`config.mk`:
```
export PLATFORM = sky130hd
export DESIGN_NAME = m_wb_gpio_flat
export DESIGN_NICKNAME = d
export VERILOG_FILES = /design/src/rtl/m_wb_gpio_if.sv /design/src/rtl/m_wb_gpio.sv /design/src/flat_wrapper.sv
export SDC_FILE = /design/constraint.sdc
export NUM_CORES = 1
export LEC_CHECK = 0
export BUFFER_PORTS_ARGS = -buffer_cell sky130_fd_sc_hd__buf_2
export CELL_PAD_IN_SITES_DETAIL_PLACEMENT = 0
export CELL_PAD_IN_SITES_GLOBAL_PLACEMENT = 2
export CORE_MARGIN = 4
export CORE_UTILIZATION = 12
export DETAILED_ROUTE_END_ITERATION = 8
export GPL_ROUTABILITY_DRIVEN = 0
export HOLD_SLACK_MARGIN = 0.15
export PLACE_DENSITY_LB_ADDON = 0.1
export SYNTH_ARGS = -nofsm -noshare
export SYNTH_HDL_FRONTEND = slang
export SYNTH_SLANG_ARGS = --single-unit
```
`constraint.sdc`:
```
create_clock -name CLK_I -period 1.12 [get_ports CLK_I]
set_input_delay 0.168 -clock CLK_I [delete_from_list [all_inputs] [get_ports CLK_I]]
set_output_delay 0.168 -clock CLK_I [all_outputs]
set_load 0.02 [all_outputs]
```
`src/rtl/m_wb_gpio_if.sv`:
```
// Wishbone classic slave bus bundle for the m_wb_gpio port.
// Signal names follow the slave-side view (core outputs arrive as *_I).
interface m_wb_gpio_if;
  logic        CYC_I;
  logic        STB_I;
  logic        WE_I;
  logic [1:0]  ADR_I;
  logic [3:0]  SEL_I;
  logic [31:0] DAT_I;
  logic [31:0] DAT_O;
  logic        ACK_O;

  modport master (
    output CYC_I, STB_I, WE_I, ADR_I, SEL_I, DAT_I,
    input  DAT_O, ACK_O
  );

  modport slave (
    input  CYC_I, STB_I, WE_I, ADR_I, SEL_I, DAT_I,
    output DAT_O, ACK_O
  );
endinterface

```
`src/rtl/m_wb_gpio.sv`:
```
// Wishbone classic GPIO slave: NOUT outputs with set/clear aliases, NIN synced inputs.
// Optional sticky edge flags and irq when macro GPIO_EDGE_EN is defined.
module m_wb_gpio #(
  parameter int          NOUT       = 4,
  parameter int          NIN        = 1,
  parameter int          SYNCSTAGES = 2,
  parameter logic [31:0] OUTRST     = 32'h1
) (
  input  logic            CLK_I,
  input  logic            RST_I,
  m_wb_gpio_if.slave      wb,
  output logic [NOUT-1:0] gpo,
  input  logic [NIN-1:0]  gpi,
  output logic            irq
);

  localparam logic [31:0] OMASK =
    (NOUT >= 32) ? 32'hFFFF_FFFF : ((32'h1 << NOUT) - 32'h1);

  logic [31:0]    out_q, out_d;
  logic           ack_q, ack_d;
  logic [31:0]    dat_q, dat_d;
  logic [NIN-1:0] sync_q [SYNCSTAGES];
  logic [31:0]    lane_m;
  logic [31:0]    wmask;
  logic [31:0]    in_ext;
  logic [31:0]    rdata;
  logic           req;
  logic           wr;

  assign req = wb.CYC_I & wb.STB_I & ~ack_q & ~RST_I;
  assign wr  = req & wb.WE_I;

  always_comb begin
    lane_m = '0;
    for (int b = 0; b < 32; b++) lane_m[b] = wb.SEL_I[b/8];
    wmask = wb.DAT_I & lane_m & OMASK;
  end

  always_comb begin
    in_ext = '0;
    in_ext[NIN-1:0] = sync_q[SYNCSTAGES-1];
  end

`ifdef GPIO_EDGE_EN
  logic [NIN-1:0] prev_q;
  logic [NIN-1:0] edge_q, edge_d;
  logic [NIN-1:0] edge_clr;
  logic           irq_q;
  logic [31:0]    edge_ext;

  always_comb begin
    edge_clr = '0;
    for (int i = 0; i < NIN; i++)
      edge_clr[i] = wb.DAT_I[i] & lane_m[i];
    if (!(wr && wb.ADR_I == 2'd3)) edge_clr = '0;
    // a fresh edge in the clearing cycle keeps the flag set
    edge_d = (edge_q & ~edge_clr) | (sync_q[SYNCSTAGES-1] ^ prev_q);
    edge_ext = '0;
    edge_ext[NIN-1:0] = edge_q;
  end

  always_ff @(posedge CLK_I) begin
    if (RST_I) begin
      prev_q <= '0;
      edge_q <= '0;
      irq_q  <= 1'b0;
    end else begin
      prev_q <= sync_q[SYNCSTAGES-1];
      edge_q <= edge_d;
      irq_q  <= |edge_q;
    end
  end

  assign irq = irq_q;
`else
  logic [31:0] edge_ext;
  assign edge_ext = out_q;
  assign irq      = 1'b0;
`endif

  always_comb begin
    rdata = out_q;
    unique case (wb.ADR_I)
      2'd0:    rdata = out_q;
      2'd1:    rdata = in_ext;
      2'd2:    rdata = out_q;
      2'd3:    rdata = edge_ext;
      default: rdata = out_q;
    endcase
  end

  always_comb begin
    out_d = out_q;
    if (wr) begin
      unique case (wb.ADR_I)
        2'd0:    out_d = (out_q & ~(lane_m & OMASK)) | wmask;
        2'd2:    out_d = out_q | wmask;
        2'd3:    out_d = out_q & ~wmask;
        default: out_d = out_q;
      endcase
    end
  end

  assign ack_d = req;
  assign dat_d = req ? rdata : 32'h0;

  always_ff @(posedge CLK_I) begin
    if (RST_I) begin
      out_q <= OUTRST & OMASK;
      ack_q <= 1'b0;
      dat_q <= '0;
      for (int k = 0; k < SYNCSTAGES; k++) sync_q[k] <= '0;
    end else begin
      out_q <= out_d;
      ack_q <= ack_d;
      dat_q <= dat_d;
      sync_q[0] <= gpi;
      for (int k = 1; k < SYNCSTAGES; k++) sync_q[k] <= sync_q[k-1];
    end
  end

  assign gpo       = out_q[NOUT-1:0];
  assign wb.ACK_O  = ack_q;
  assign wb.DAT_O  = dat_q;

endmodule

```
`src/flat_wrapper.sv`:
```
// flat-port wrapper written by rule: the top's interface ports become plain ports
module m_wb_gpio_flat 
#(
  parameter int          NOUT       = 4,
  parameter int          NIN        = 1,
  parameter int          SYNCSTAGES = 2,
  parameter logic [31:0] OUTRST     = 32'h1
)
  (CLK_I, RST_I, gpo, gpi, irq, wb_CYC_I, wb_STB_I, wb_WE_I, wb_ADR_I, wb_SEL_I, wb_DAT_I, wb_DAT_O, wb_ACK_O);
  m_wb_gpio_if wb_i ();
  input  logic CLK_I;
  input  logic RST_I;
  output logic [NOUT-1:0] gpo;
  input  logic [NIN-1:0] gpi;
  output logic irq;
  input wire logic [$bits(wb_i.CYC_I)-1:0] wb_CYC_I;
  input wire logic [$bits(wb_i.STB_I)-1:0] wb_STB_I;
  input wire logic [$bits(wb_i.WE_I)-1:0] wb_WE_I;
  input wire logic [$bits(wb_i.ADR_I)-1:0] wb_ADR_I;
  input wire logic [$bits(wb_i.SEL_I)-1:0] wb_SEL_I;
  input wire logic [$bits(wb_i.DAT_I)-1:0] wb_DAT_I;
  output wire logic [$bits(wb_i.DAT_O)-1:0] wb_DAT_O;
  output wire logic [$bits(wb_i.ACK_O)-1:0] wb_ACK_O;
  assign wb_i.CYC_I = wb_CYC_I;
  assign wb_i.STB_I = wb_STB_I;
  assign wb_i.WE_I = wb_WE_I;
  assign wb_i.ADR_I = wb_ADR_I;
  assign wb_i.SEL_I = wb_SEL_I;
  assign wb_i.DAT_I = wb_DAT_I;
  assign wb_DAT_O = wb_i.DAT_O;
  assign wb_ACK_O = wb_i.ACK_O;
  m_wb_gpio #(.NOUT(NOUT), .NIN(NIN), .SYNCSTAGES(SYNCSTAGES), .OUTRST(OUTRST)) u_core (.CLK_I(CLK_I), .RST_I(RST_I), .wb(wb_i), .gpo(gpo), .gpi(gpi), .irq(irq));
endmodule
```
==> results.toml, run 1 <==
[status]
status = "completed"

[sta]
hold_viol_final = 0
rsz0062_at_grt = "yes"
drv_slew = 0
min_period_ns = 1.077
setup_violations = 0
fin_crit_sh_pct = 96.16
fmax_ghz = 0.9285
fin_hold_ws_ns = 0.2080
skew_ns = 0.007669

[floorplanning]
fp.dieH_um = 81.42
initial_core_util_pct = 12.51
ios = 82
core_area_mm2 = 0.005172
die-area_mm2 = 0.006629
placementRows = 26
die_w_um = 81.42

[clock_tree]
clk_latency_ns = 0.24
clk_pin_slew_ns = 0.06
clock_tree.buffer_depth = 2
cts_sinks = 11
numCtsBuffers = 3
clockRootBuffer = "clkbuf_8"
cts_tree = "done"
h-tree-depth = 1

[worst_hold_path]
whs_path_depth = 3
hp-class = "in2reg"
hold_end = "u_core.edge_ext[1]"
hp-start = "wb_DAT_I[1]"

[global_routing]
grt_max_degree = 7
grt_first_pass_wirelength_um = 2656
grt_pass1_vias = 478
track_usage_pct = 5.586
antenna_found_initial = 0
gr-total-overflow = 0

[final_layout]
final_core_util_pct = 17.32
fin_nets = 148
diodes = 0
area_growth_pct = 38.49
final_cell_area_um2 = 895.9
drive_above_1_share_pct = 38.83
fillCellCount = 599

[power]
clkPwrFrac_pct = 40.2
seqPwrFrac_pct = 39.9
p_leak_uw = 0.0004072
combPwrFrac_pct = 19.9
switching_share_pct = 30.76
power_switching_uw = 310.8
p_int_uw = 699.4
powerDensity_mw_per_mm2 = 1128
irDropWorstVdd_uv = 263.6

[placed_design]
io_buffers = 21
dpl.hpwl_um = 1443
detailed_place.area_um2 = 787.0

[setup_path]
critical-path-top-delay-family = "simple AND/OR/NAND/NOR gates"
ff2ff_path_depth = 5
critPathBufInv = 2
crit_type = "reg2reg"
regToRegSetupSlack_ns = 0.04
cpMaxStageDelayCell = "dfxtp_2"
cp-start-kind = "flop"
cp-end-kind = "flop"
path_cells = "nand4bb_1 > buf_6 > buf_4 > nor2_4 > and2_4"
required_ns = 1.30
critPathMaxFanout = 6
rr_startpoint = "u_core.wb.ACK_O"
r2r-end = "u_core.wb.DAT_O[3]"
arrival_ns = 1.26
cpPeakStageDelay_ns = 0.31

[detailed_routing]
ant_nets = 0
drc = 0
avgViaCountPerCell = 2.913
drt_iter0_drc = 3
drt-total-wl_um = 1840
route.vias.total = 504
first_pass_iters = 2
post_drt_wl_per_cell_um = 10.64

[logic_synthesis]
ys_warn_count = 0
yosysUniqueCellTypes = 19
synthCells = 74
synth_seq_cells = 11
synth_area_um2 = 646.9
yosysSeqAreaShare_pct = 34.04
avgSynthCellArea_um2 = 8.741

[run]
maxCapViolations = 0
metrics by stage:
stage / setup slack (ns) / std cells / power, uW / TNS (ns)
6_report: 0.04296 / 173 / 1010 / 0
5_1_grt: -0.01372 / 173 / 1073 / -0.03338
3_5_place_dp: -0.09406 / 168 / 592.7 / -0.3246
4_1_cts: -0.05862 / 173 / 1012 / -0.05862
3_3_place_gp: -0.06836 / 168 / 592.5 / -0.2412
2_1_floorplan: -0.07300 / 102 / 612.7 / -0.2149
tightest hold or removal path, stage by stage:
cell and delay, ns:
buf_2 0.11, nand4_1 0.07, a21oi_1 0.05
timing repair:
item,in CTS,in global routing
hold buffers,1,0
pin swaps,3,6
resized for setup,2,7
hold endpoints to repair,1,0
buffers inserted,0,0
endpoints found under the setup margin,6,7
state kept, by name, summed over array words and instances (netlist names):
name             count
u_core.edge_ext      4
u_core.wb.DAT_O      4
u_core.sync_q        2
u_core.wb.ACK_O      1
cell usage in the layout (no fill, tap or decap), drive strengths merged:
cell type,count
conb,29
o41ai,3
dlygate4sd3,1
nand4bb,1
clkbuf,4
nor2,2
nand3,1
nand4,4
a31oi,1
inv,2
and2b,2
o31ai,1
dfxtp,11
buf,27
nand2,1
a21oi,3
nor2b,4
and2,4
clkinvlp,1
mux2i,1
cell families (layout without fill, tap and decap cells):
kind of cell           Yosys count  in the layout  share of synthesized area, %
AOI/OAI and AO/OA                8              8                         8.512
buffers and inverters           34             35                         36.75
muxes                            1              1                         1.547
DFF                             11             11                         34.04
and+or+nand+nor                 19             19                         18.57
other                            1             29                        0.5797
cell usage after synthesis (all sizes together):
master,n,area share (%)
a21oi,3,2.3
a31oi,1,0.97
and2,4,3.9
and2b,2,2.7
buf,29,34
clkbuf,2,1.4
conb,1,0.58
dfxtp,11,34
inv,3,1.7
mux2i,1,1.5
nand2,1,0.58
nand3,1,0.77
nand4,4,3.9
nand4bb,1,1.7
nor2,2,1.2
nor2b,4,3.9
o31ai,1,1.2
o41ai,3,4.1
routing by layer:
metal  global-route usage [%]  vias to the layer above  share of wire (%)
li1                         -                      245                  -
met1                    6.728                      222                 47
met2                    8.388                       35                 41
met3                    2.632                        2                 11
met4                    2.534                        0                1.7
met5                        0                        -                  0
power groups by stage:
stage          clock network, uW  registers (uW)  logic, uW
4_1_cts                      422             402        187
3_5_place_dp                   0             411        182
6_report                     406             403        201
2_1_floorplan                  0             415        197
3_3_place_gp                   0             410        182
5_1_grt                      454             403        217
area by class of cell:
class                   count  area [um^2]  area share (%)
clock buffers               4        45.04           5.028
multi-input cells          57        362.8           40.50
repair buffers             28        163.9           18.30
flip-flops and latches     11        221.5           24.72
inverters                   3        15.01           1.676
well taps                  70        87.58           9.777
worst max path at each step:
stage	from	depth (start not counted)	slack, ns	endpoint
6_report	u_core.wb.ACK_O	5	0.04	u_core.wb.DAT_O[3]
3_5_place_dp	RST_I	5	-0.09	u_core.edge_ext[2]
4_1_cts	u_core.wb.ACK_O	4	-0.06	u_core.edge_ext[3]
3_3_place_gp	RST_I	5	-0.07	u_core.edge_ext[2]
2_1_floorplan	u_core.wb.ACK_O	4	-0.07	u_core.edge_ext[1]
5_1_grt	u_core.wb.ACK_O	4	-0.01	u_core.edge_ext[2]
Note: power is estimated with default switching activity, not from simulation.
==> inputs of run 2 (changes only) <==
- CELL_PAD_IN_SITES_GLOBAL_PLACEMENT: 2 -> 1
- CORE_UTILIZATION: 12 -> 17
==> run 2 against run 1 <==
  * The flow now finishes with violations (negative setup slack)
  * Critical path depth down 1
  * Sequential share of layout area up 2.4 points
  * Non-clock buffer count down 2
  * Largest power group unchanged
==> results.toml, run 2 (same netlist as run 1, synthesis figures left out) <==
[final_layout]
final_common_cell = "conb_1"
layout_common_cells = "conb_1 (29), buf_2 (21), dfxtp_1 (10)"
area_growth_pct = 26.11
drive_above_1_share_pct = 34.65
finalNonFillerCells = 149
fin_nets = 146
final_cell_area_um2 = 815.8
diodes = 0

[setup_path]
cp.depth = 4
regToRegSetupSlack_ns = -0.06
cp-start-kind = "flop"
rr_startpoint = "u_core.wb.ACK_O"
path_cells = "nand4bb_1 > buf_6 > o41ai_4 > a21oi_1"
critPathMaxFanout = 7
arrival_ns = 1.30
cp-end-kind = "flop"
ff2ff_path_depth = 4
crit_start = "u_core.wb.ACK_O"
endpoint = "u_core.edge_ext[2]"
r2r-end = "u_core.edge_ext[2]"
required_ns = 1.24
critPathBufInv = 1
cpPeakStageDelay_ns = 0.32
crit_type = "reg2reg"
critical-path-top-delay-family = "compound AO/OA/AOI/OAI gates"
cpMaxStageDelayCell = "dfxtp_2"

[sta]
fin_crit_sh_pct = 105.7
drv_slew = 0
setup_violations = 3
min_period_ns = 1.184
skew_ns = 0.001039
fmax_ghz = 0.8445
tns_ns = -0.1183
hold_viol_final = 0
rsz0062_at_grt = "yes"
setup_slack_ns = -0.06409

[global_routing]
track_usage_pct = 5.643
grt_first_pass_wirelength_um = 2049
grt_pass1_vias = 432
gr-total-overflow = 0
antenna_found_initial = 0
grt_max_degree = 8

[floorplanning]
placementRows = 22
core_area_mm2 = 0.003661
initial_core_util_pct = 17.67
die-area_mm2 = 0.004856
fp.dieH_um = 69.69
die_w_um = 69.69
ios = 82

[status]
failed_checks = "negative setup slack"
status = "complete, but fails checks"

[clock_tree]
numCtsBuffers = 3
clk_latency_ns = 0.24
h-tree-depth = 1
cts_setup_buffers = 0
clk_pin_slew_ns = 0.05
cts_tree = "done"
clock_tree.buffer_depth = 2
cts_sinks = 11
clockRootBuffer = "clkbuf_8"

[detailed_routing]
post_drt_wl_per_cell_um = 9.933
met2_length_um = 701
drc = 0
wl_met3_um = 160
ant_nets = 0
drt-total-wl_um = 1480
wl_met1_um = 617
highest_layer = "met3"
first_pass_iters = 4
avgViaCountPerCell = 3.336
route.vias.total = 497
drt_iter0_drc = 34

[run]
maxCapViolations = 0

[worst_hold_path]
hp-start = "wb_DAT_I[1]"
hp-class = "in2reg"

[placed_design]
numPlacedInstances = 144
detailed_place.area_um2 = 744.5
dpl.hpwl_um = 1220
io_buffers = 21

[power]
powerDensity_mw_per_mm2 = 1214
irDropWorstVdd_uv = 320.9
p_leak_uw = 0.0004034
[run 2: cell types whose count changed in the layout (fill, tap and decap cells not counted)]
cell	delta
and2_1	+1
and2_4	-1
buf_4	-2
clkbuf_1	-1
clkinv_2	+1
clkinvlp_4	-1
inv_1	+1
nor2_1	+1
nor2_4	-1
o31ai_1	+1
o31ai_4	-1
o41ai_2	+1
o41ai_4	-1
[run 2: layout make-up]
| class | instances | area, um^2 |
|---|---|---|
| fillers | 412 | 2845 |
| multi-input cells | 57 | 327.8 |
| flip-flops and latches | 11 | 221.5 |
| repair buffers | 26 | 148.9 |
| well taps | 48 | 60.06 |
| clock buffers | 3 | 41.29 |
| inverters | 3 | 11.26 |
| clock inverters | 1 | 5.005 |
[run 2: worst min path at each step]
stage | depth (start not counted) | end | slack, ns
after global placement | 2 | u_core.sync_q[0][0] | 0.40
after detailed placement | 2 | u_core.sync_q[0][0] | 0.39
after CTS | 3 | u_core.edge_ext[2] | 0.22
final | 3 | u_core.edge_ext[1] | 0.21
after floorplan | 1 | u_core.edge_ext[1] | 0.24
after global routing | 3 | u_core.edge_ext[3] | 0.22
[run 2: power by group]
group	total (uW)	internal [uW]	switching, uW
logic	182	44.2	137
clock network	407	245	162
registers	402	399	2.76
total	991	689	302
[run 2: worst register-to-register path, stage by stage, from the launching register on]
cell and delay (ns):
dfxtp_2 0.32, nand4bb_1 0.18, buf_6 0.16, o41ai_4 0.31, a21oi_1 0.09
[run 2: per-stage QoR]
stage | setup slack (ns) | total power (uW) | hold WS, ns | utilization [%]
after floorplan | -0.07300 | 612.7 | 0.2371 | -
after global placement | -0.07169 | 584.8 | 0.3958 | 20.33
after detailed placement | -0.07812 | 583.9 | 0.3942 | 20.33
after CTS | -0.06232 | 1003 | 0.2161 | 21.98
after global routing | -0.1394 | 1044 | 0.2224 | 22.28
final | -0.06409 | 990.7 | 0.2130 | 22.28
[run 2: layer usage]
metal / track usage [%] / vias to the layer above
li1: - / 241
met1: 6.494 / 227
met2: 8.475 / 29
met3: 3.623 / 0
met4: 1.915 / 0
met5: 0 / -
[run 2: timing repair]
item,CTS,global route
endpoints found under the setup margin,3,4
hold endpoints to repair,1,0
resized for setup,1,1
hold buffers,1,0
pin swaps,6,4
